### config.mk
export PLATFORM = sky130hd
export DESIGN_NAME = dca_matrix_sequencer
export DESIGN_NICKNAME = d
export VERILOG_FILES = /design/src/rtl/dca_matrix_sequencer.sv
export SDC_FILE = /design/constraint.sdc
export NUM_CORES = 1
export LEC_CHECK = 0
export CAP_MARGIN = 0
export CORE_ASPECT_RATIO = 0.5
export CORE_UTILIZATION = 64
export DETAILED_ROUTE_END_ITERATION = 10
export DONT_BUFFER_PORTS = 1
export GPL_TIMING_DRIVEN = 0
export HOLD_SLACK_MARGIN = 0.02
export PLACE_DENSITY_LB_ADDON = 0.2
export SLEW_MARGIN = 10
export SYNTH_ARGS = -nofsm -noshare
export SYNTH_HDL_FRONTEND = slang
export SYNTH_SLANG_ARGS = --single-unit
### constraint.sdc
create_clock -name clk -period 7 [get_ports clk]
set_input_delay 0.7 -clock clk [delete_from_list [all_inputs] [get_ports clk]]
set_output_delay 0.7 -clock clk [all_outputs]
set_load 0.05 [all_outputs]
### src/rtl/dca_matrix_sequencer.sv
// Element-stream generator for DCA matrix traversal: walks a rows x cols matrix
// in row- or column-major order and emits one address descriptor per handshake.
module dca_matrix_sequencer #(
    parameter int BW_NUM_ROW = 8,
    parameter int BW_NUM_COL = 8,
    parameter int BW_ADDR    = 16
) (
    input  logic                  clk,
    input  logic                  rst,
    input  logic                  clear,
    input  logic                  start,
    input  logic                  is_col_first,
    input  logic [BW_NUM_ROW-1:0] num_row_m1,
    input  logic [BW_NUM_COL-1:0] num_col_m1,
    input  logic [BW_ADDR-1:0]    base_addr,
    input  logic [BW_ADDR-1:0]    row_stride,
    output logic                  busy,
    output logic                  done,
    output logic                  out_valid,
    input  logic                  out_ready,
    output logic [BW_NUM_ROW-1:0] out_row,
    output logic [BW_NUM_COL-1:0] out_col,
    output logic [BW_ADDR-1:0]    out_addr,
    output logic                  out_is_first_x,
    output logic                  out_is_last_x,
    output logic                  out_is_first_y,
    output logic                  out_is_last_y,
    output logic                  out_is_last_element
);

    typedef enum logic [1:0] {
        S_IDLE,
        S_RUN,
        S_DONE
    } state_t;

    state_t                state_reg, state_next;
    logic                  col_first_reg, col_first_next;
    logic [BW_NUM_ROW-1:0] nrow_reg, nrow_next;
    logic [BW_NUM_COL-1:0] ncol_reg, ncol_next;
    logic [BW_ADDR-1:0]    stride_reg, stride_next;
    logic [BW_NUM_ROW-1:0] row_reg, row_next;
    logic [BW_NUM_COL-1:0] col_reg, col_next;
    logic [BW_ADDR-1:0]    addr_reg, addr_next;
    // Address of (row, 0) and of (0, col): lets both wrap cases avoid a multiplier.
    logic [BW_ADDR-1:0]    row_base_reg, row_base_next;
    logic [BW_ADDR-1:0]    col_base_reg, col_base_next;

    logic last_row, last_col, last_elem, first_row, first_col;

    assign last_row  = (row_reg == nrow_reg);
    assign last_col  = (col_reg == ncol_reg);
    assign first_row = (row_reg == '0);
    assign first_col = (col_reg == '0);
    assign last_elem = last_row && last_col;

    always_comb begin
        state_next     = state_reg;
        col_first_next = col_first_reg;
        nrow_next      = nrow_reg;
        ncol_next      = ncol_reg;
        stride_next    = stride_reg;
        row_next       = row_reg;
        col_next       = col_reg;
        addr_next      = addr_reg;
        row_base_next  = row_base_reg;
        col_base_next  = col_base_reg;

        case (state_reg)
            S_IDLE: begin
                if (start) begin
                    col_first_next = is_col_first;
                    nrow_next      = num_row_m1;
                    ncol_next      = num_col_m1;
                    stride_next    = row_stride;
                    row_next       = '0;
                    col_next       = '0;
                    addr_next      = base_addr;
                    row_base_next  = base_addr;
                    col_base_next  = base_addr;
                    state_next     = S_RUN;
                end
            end
            S_RUN: begin
                if (out_ready) begin
                    if (last_elem) begin
                        state_next = S_DONE;
                    end else if (col_first_reg) begin
                        if (!last_col) begin
                            col_next  = col_reg + 1'b1;
                            addr_next = addr_reg + 1'b1;
                        end else begin
                            col_next      = '0;
                            row_next      = row_reg + 1'b1;
                            addr_next     = row_base_reg + stride_reg;
                            row_base_next = row_base_reg + stride_reg;
                        end
                    end else begin
                        if (!last_row) begin
                            row_next  = row_reg + 1'b1;
                            addr_next = addr_reg + stride_reg;
                        end else begin
                            row_next      = '0;
                            col_next      = col_reg + 1'b1;
                            addr_next     = col_base_reg + 1'b1;
                            col_base_next = col_base_reg + 1'b1;
                        end
                    end
                end
            end
            S_DONE: begin
                state_next = S_IDLE;
            end
            default: begin
                state_next = S_IDLE;
            end
        endcase

        // Abort takes priority over everything, including a start in IDLE.
        if (clear) begin
            state_next = S_IDLE;
        end
    end

    always_ff @(posedge clk) begin
        if (rst) begin
            state_reg     <= S_IDLE;
            col_first_reg <= 1'b0;
            nrow_reg      <= '0;
            ncol_reg      <= '0;
            stride_reg    <= '0;
            row_reg       <= '0;
            col_reg       <= '0;
            addr_reg      <= '0;
            row_base_reg  <= '0;
            col_base_reg  <= '0;
        end else begin
            state_reg     <= state_next;
            col_first_reg <= col_first_next;
            nrow_reg      <= nrow_next;
            ncol_reg      <= ncol_next;
            stride_reg    <= stride_next;
            row_reg       <= row_next;
            col_reg       <= col_next;
            addr_reg      <= addr_next;
            row_base_reg  <= row_base_next;
            col_base_reg  <= col_base_next;
        end
    end

    assign busy      = (state_reg == S_RUN);
    assign out_valid = (state_reg == S_RUN);
    assign done      = (state_reg == S_DONE);
    assign out_row   = row_reg;
    assign out_col   = col_reg;
    assign out_addr  = addr_reg;

    // x is the inner dimension: col when col-first, row otherwise.
    assign out_is_first_x      = out_valid && (col_first_reg ? first_col : first_row);
    assign out_is_last_x       = out_valid && (col_first_reg ? last_col  : last_row);
    assign out_is_first_y      = out_valid && (col_first_reg ? first_row : first_col);
    assign out_is_last_y       = out_valid && (col_first_reg ? last_row  : last_col);
    assign out_is_last_element = out_valid && last_elem;

endmodule

* Yosys cells after proc, flatten, opt, wreduce, memory -nomap -nowiden
Cells that the tools add are included.
Storage, ports and cells: flip-flop bits (word level) 99, word-level logic and storage cells 86, input port bits 54
Cells by class: reductions and logical operators 18, muxes and demuxes 38, eq/ne operators 14, add/sub/neg operators 6
Operator list (count):
- 16-bit two-way mux | 14
- 16-bit case mux with 2 select lines | 3
- 8-bit two-way mux | 11
- 16-bit by 1-bit adder with 16-bit output (second input constant) | 2
- 16-bit adder | 2
- 8-bit case mux with 2 select lines | 2
- 8-bit by 1-bit adder with 8-bit output (second input constant) | 2
- 8-bit equality test | 2
- 8-bit zero test | 2
- 6-bit AND reduction | 2
- 2-bit by 1-bit != test with 1-bit output (second input constant) | 5
- 5-bit AND reduction | 2
- 1-bit logical AND | 6
- 2-bit two-way mux | 3
- 2-bit != test (second input constant) | 3
- 1-bit two-way mux | 4
- 2-bit case mux with 2 select lines | 1
- 4-bit AND reduction | 1
- 3-bit by 1-bit != test with 1-bit output (second input constant) | 1
- 3-bit by 2-bit != test with 1-bit output (second input constant) | 1
- 3-bit AND reduction | 1
- 2-bit by 1-bit equality test with 1-bit output (second input constant) | 1
- 2-bit equality test (second input constant) | 1
- 2-bit zero test | 1
- other kinds (3) | 3

* Logic depth before layout (Yosys ltp)
Gate-level depths: netlist (run 1).
depth in word-level cells 6, mapped depth 10

* Worst setup path after synthesis (run 1)
OpenSTA, ideal clock, no wires.
path kind register to output, start point register col_reg[2] (netlist: out_col[2]), end point output port out_is_last_element, path slack 3.873 ns, arrival 2.427 ns, cell stages (with the launch flop) 9, data required time 6.300 ns, cell sequence dfxtp_1 > clkbuf_2 > xor2_1 > nor4_2 > and2_1 > buf_6 > buf_6 > nand2_1 > nor2_1
On the way: cells in the longest elaborated chain, start to end 3
RTL lines:
- start, declared | line 43 | logic [BW_NUM_COL-1:0] col_reg, col_next;
- start signal, assigned | line 144 | col_reg <= col_next;
- 8-bit equality test | line 52 | assign last_col = (col_reg == ncol_reg);
- 1-bit logical AND | line 55 | assign last_elem = last_row && last_col;
- 1-bit logical AND | line 163 | assign out_is_last_element = out_valid && last_elem;
- end, declared | line 28 | output logic out_is_last_element
No other way between the ends.

* Worst setup path in the final report (run 1)
start point register state_reg[1], end point output port out_valid
On the way: cells in the longest elaborated chain, start to end 1
RTL lines:
- start, declared | line 37 | state_t state_reg, state_next;
- start signal, assigned | line 138 | state_reg <= state_next;
- 2-bit by 1-bit equality test with 1-bit output
- end, declared | line 19 | output logic out_valid,
No other way between the ends.

==> results.txt, run 1 <==
fin crit share -> 0.5726
I/O Buffers -> 0
crit path max fanout -> 11
cell area power density -> 223.9 nW/um^2
Vias -> 6749
Routed WL -> 22.27 mm
count leader, synth -> nand2_1
initial antenna violation count -> 0
asr flop ratio synth -> 0
RR Startpoint -> out_addr[0]
post-route minimum period -> 4.008 ns
post-layout util -> 0.7096
Data arrival, critical path -> 3.31 ns
Slew HR -> 0.07868
Starting Density -> 0.6625
mapped cell area -> 6789 sq um
GP Congestion -> 0.9893
Setup TNS Final -> 0 ns
WS Path Type -> reg -> out
R2R Setup Slk -> 3.69 ns
Rows -> 26
Reg2Reg Depth -> 9
global route hottest layer -> met2
register area share after synthesis -> 0.2919
Total GRT Usage -> 0.4012
clock root buffer -> clkbuf_16
total power -> 1.629 mW
largest net degree at the start of global routing -> 21
Yosys top cell by area -> dfxtp_1
Synth Instances -> 876
VDD IR max -> 137.9 uV
Final ANT Viol Nets -> 0
Max Clk Rate -> 249.5 MHz
via/cell ratio -> 6.540
synthesis-stage register bit count -> 99
number of global-route vias before repair -> 6032
EDFF count, synth -> 0
Worst setup SP type -> flop
Mean Syn Cell Area -> 7.750 sq um
Core Area -> 10250 sq um
hold path depth -> 1
Die Ht -> 74.83 um
Distinct cells, synth -> 69
Synth top area share -> 0.2919
area grow syn2layout -> 7.114%
met3 usage in global routing -> 0.1679
final instance area -> 7272 sq um
Avg WL per Cell -> 21.58 um
share of cells above drive strength 1 -> 0.05942
Setup crit end kind -> output port
met1 global-route usage -> 0.5296
syn_nets -> 968
Crit path largest cell delay -> 1.07 ns
TritonRoute pass-1 iters -> 5
Num Clock Sinks -> 99
hold path start -> clear
post-cts gate resize count -> 0
final hold vios -> 0
TritonCTS clock tree -> done
Placement Cell Area -> 6964 sq um
Crit path top cell by count -> clkbuf_1
Final #Nets -> 979
DRC violation count after routing -> 0
first-pass GRT wire length -> 33.06 mm
Hold Crit Endpoint -> state_reg[1]
hpwl dp -> 16.69 mm
latest clock arrival within the worst-skew pair -> 0.36 ns
worst hold path type -> in -> reg
Initial DRC Count -> 668
# diodes -> 0
grt ovf -> 0
crit path cell chain -> nand2b_1, inv_1, buf_2, clkbuf_1, clkbuf_1, buf_4
main flop type after synthesis -> dfxtp_1
Reg-to-Reg End -> out_addr[14]
Worst Skew -> 0.01346 ns
Critical Path RT -> 6.30 ns
Setup Buffers After CTS -> 0
Least-Margin Pin Slew -> 1.382 ns
unrepaired setup endpoints after global routing -> no
most frequent cells after synthesis -> nand2_1, dfxtp_1, nor2_1
ranking of synthesized cells by area -> dfxtp_1, nand2_1, xor2_1, ha_1, a21oi_1
CP max stage cell -> clkbuf_1
chip width -> 147.7 um
IO Pins -> 94
Hold Buf Count CTS -> 0
setup violators final -> 0
met2 GRT Util -> 0.5949
Final Max Tran Viols -> 0
CTS Buf Count -> 9
H-tree depth -> 3
die area -> 11050 sq um
status -> finished clean
Leakage -> 2.824 nW
Max Cap Viol -> 0
Longest Clk Path Bufs -> 2
clock slew at reported path FFs -> 0.08 ns
Yosys Warn Count -> 0
## how the worst max path moves through the flow
stage | slack (ns) | cells after the start | to | startpoint
finish | 2.99 | 6 | out_valid | state_reg[1]
global placement | 3.59 | 8 | out_is_last_element | out_col[2]
floorplan | 3.87 | 8 | out_is_last_element | out_col[2]
detailed placement | 3.57 | 6 | out_valid | state_reg[1]
CTS | 3.15 | 6 | out_valid | state_reg[1]
global route | 2.99 | 8 | out_is_last_element | out_col[2]
## cell type report
cell class,instances,area [sq um]
Multi-Input combinational cell,720,4533
Sequential cell,99,1982
Tap cell,140,175.2
Inverter,11,41.29
Clock buffer,9,225.2
Fill cell,873,2975
Buffer,46,232.7
Clock inverter,7,82.58
## routing by layer
layer  wire [um]  up-vias
li1            -     3165
met1        9344     3100
met2        9190      443
met3        3344       41
met4         390        0
met5           0        -
## logic make-up (layout without fill, tap and decap cells)
family	Yosys count	in the layout	share of synthesized area
simple gates	341	341	0.2272
compound gates	250	250	0.2462
flops	99	99	0.2919
xor+xnor	86	86	0.1109
buf+inv	57	73	0.04036
fa+ha+maj	38	38	0.07224
mux	5	5	0.01106
## stage by stage
step	setup WS [ns]	instances	hold WS [ns]
after global placement	3.587	1016	0.4484
final	2.992	1032	0.4111
after detailed placement	3.567	1016	0.4548
after floorplan	3.873	876	0.4355
after global routing	2.995	1032	0.4137
after CTS	3.149	1032	0.4061
## power breakdown
group	internal, mW	total, mW	switching (mW)	leakage (nW)
Combinational	0.144	0.417	0.273	1.86
Clock	0.256	0.516	0.260	0.147
Sequential	0.603	0.696	0.0923	0.814
Total	1.00	1.63	0.625	2.82
## critical path, delay by kind of cell (launching register included)
kind	cells	cell delay [ns]
buf+inv	5	2.40
flops	1	0.35
simple gates	1	0.19
## cell usage in the layout (no fill, tap or decap), types with 11 or more instances in the layout
master,synthesis,routed
a311oi_1,13,13
dfxtp_1,99,99
nand4_1,11,11
nor3_1,20,20
a31oi_1,11,11
nor2_1,90,90
nand3_1,20,20
inv_1,11,11
clkbuf_1,26,26
nand2_1,147,147
o21ai_0,37,37
a211oi_1,24,24
xor2_1,52,52
a21oi_1,84,84
ha_1,36,36
xnor2_1,34,34
No activity file was read; power rests on OpenSTA's default activity.
==> run 2: changes to the inputs <==
clock period = 4.1 ns   (was 7 ns; I/O delays follow)
==> results.txt, run 2 (synthesized netlist as in run 1, its figures left out) <==
post-cts gate resize count -> 0 (unchanged)
status -> finished clean
TritonCTS clock tree -> done
Worst setup SP type -> flop
Reg2Reg Depth -> 9 (unchanged)
VDD IR max -> 234.2 uV (+70%)
sequential share of power -> 0.427 (about the same)
Total GRT Usage -> 0.4012 (unchanged)
Rows -> 26 (unchanged)
Least-Margin Pin Slew -> 1.358 ns (-0.02375 ns)
Setup crit end kind -> output port
fin crit share -> 0.9012
Data arrival, critical path -> 3.28 ns (-0.03 ns)
# diodes -> 0 (unchanged)
via/cell ratio -> 6.541 (about the same)
Power Internal -> 1.713 mW (+71%)
chip width -> 147.7 um (unchanged)
crit path cell chain -> nand2b_1, inv_1, buf_2, clkbuf_1, clkbuf_1, buf_4
Leakage -> 2.824 nW (unchanged)
Crit path top cell by count -> clkbuf_1
Starting Density -> 0.6625 (unchanged)
Vias -> 6750 (+0.015%)
Avg WL per Cell -> 21.59 um (about the same)
TritonRoute pass-1 iters -> 5 (unchanged)
sw power -> 1.069 mW (+71%)
setup violators final -> 0 (unchanged)
post-route minimum period -> 3.695 ns
Die Ht -> 74.83 um (unchanged)
Net Sw Frac -> 0.3842 (about the same)
most frequent cells in the layout -> nand2_1, dfxtp_1, nor2_1
worst hold slack -> 0.1189 ns (-0.2923 ns)
RR Startpoint -> out_addr[0]
Max Clk Rate -> 270.6 MHz
most common cell after layout, fill and taps aside -> nand2_1
initial antenna violation count -> 0 (unchanged)
number of global-route vias before repair -> 6021 (-0.18%)
first-pass GRT wire length -> 33.03 mm (about the same)
Slew HR -> 0.09451 (+0.01583)
worst hold path type -> in -> reg
share of cells above drive strength 1 -> 0.05942 (unchanged)
Worst Skew -> 0.01328 ns (-0.0001838 ns)
hpwl dp -> 16.69 mm (unchanged)
hold path start -> clear
Hold Buf Count CTS -> 0 (unchanged)
Critical Path RT -> 3.69 ns (-2.61 ns)
Comb pwr share -> 0.256 (about the same)
Max Cap Viol -> 0 (unchanged)
DRC violation count after routing -> 0 (unchanged)
final hold vios -> 0 (unchanged)
hold path depth -> 1 (unchanged)
unrepaired setup endpoints after global routing -> no
CTS Buf Count -> 9 (unchanged)
Longest Clk Path Bufs -> 2 (unchanged)
Final Max Tran Viols -> 0 (unchanged)
Setup Buffers After CTS -> 0 (unchanged)
Crit path largest cell delay -> 1.06 ns (about the same)
R2R Setup Slk -> 0.80 ns (-2.89 ns)
H-tree depth -> 3 (unchanged)
Routed WL -> 22.28 mm (about the same)
Final ANT Viol Nets -> 0 (unchanged)
Reg-to-Reg End -> out_addr[14]
Num Clock Sinks -> 99 (unchanged)
clock root buffer -> clkbuf_16
total power -> 2.781 mW (+71%)
grt ovf -> 0 (unchanged)
worst slack at placement -> 0.9567 ns (-2.610 ns)
Setup TNS Final -> 0 ns (unchanged)
clock slew at reported path FFs -> 0.08 ns (about the same)
Clock Power Share -> 0.317 (about the same)
PnR worst setup slack -> 0.4051 ns (-2.586 ns)
crit path max fanout -> 11 (unchanged)
GP Congestion -> 0.9893 (unchanged)
Hold Crit Endpoint -> state_reg[1]
die area -> 11050 sq um (unchanged)
WS Path Type -> reg -> out
latest clock arrival within the worst-skew pair -> 0.36 ns (about the same)
Initial DRC Count -> 785 (+18%)
I/O Buffers -> 0 (unchanged)
Core Area -> 10250 sq um (unchanged)
cell area power density -> 382.5 nW/um^2 (+71%)
Final #Nets -> 979 (unchanged)
area grow syn2layout -> 7.114% (unchanged)
CP max stage cell -> clkbuf_1
largest net degree at the start of global routing -> 21 (unchanged)
IO Pins -> 94 (unchanged)
==> run 2: cell counts in the layout (fill, tap and decap cells not counted) <==
Identical to the previous run, type by type.
==> run 2: worst max-delay path by stage <==
stage                 start                   to  slack, ns  depth (start not counted)
2_1_floorplan    out_col[2]  out_is_last_element       1.26                          8
3_3_place_gp    out_addr[0]         out_addr[14]       0.95                          9
3_5_place_dp   state_reg[1]            out_valid       0.96                          6
4_1_cts        state_reg[1]            out_valid       0.54                          6
5_1_grt          out_col[2]  out_is_last_element       0.38                          8
6_report       state_reg[1]            out_valid       0.41                          6
==> run 2: area by class of cell <==
type / instances / area [sq um]
clock inverters: 7 / 82.58
well taps: 140 / 175.2
inverters: 11 / 41.29
clock buffers: 9 / 225.2
fillers: 873 / 2975
plain buffers: 46 / 232.7
multi-input cells: 720 / 4533
flip-flops and latches: 99 / 1982
==> run 2: layer usage <==
metal  up-vias  share of wire  wire, um  global-route usage
li1       3171              -         -                   -
met1      3137           0.43      9570              0.5300
met2       400           0.41      9234              0.5991
met3        42           0.14      3112              0.1685
met4         0          0.016       363              0.1226
met5         -              0         0                   0
==> run 2: metrics by stage <==
| step | area, sq um | instances | utilization |
|---|---|---|---|
| final | 7272 | 1032 | 0.7096 |
| after global routing | 7272 | 1032 | 0.7096 |
| after CTS | 7272 | 1032 | 0.7096 |
| after detailed placement | 6964 | 1016 | 0.6796 |
| after global placement | 6964 | 1016 | 0.6796 |
| after floorplan | 6789 | 876 | - |
==> run 2: critical path, delay by kind of cell (launching register included) <==
kind	cells	cell delay, ns
buffers and inverters	5	2.38
DFF	1	0.35
and+or+nand+nor	1	0.19
==> run 2: power groups by stage <==
stage                     Sequential (mW)  Combinational (mW)  Clock [mW]
after floorplan                      1.17               0.511           0
after global placement               1.20               0.666           0
after detailed placement             1.20               0.677           0
after CTS                            1.18               0.685       0.884
after global routing                 1.20               0.765       0.925
final                                1.19               0.711       0.882
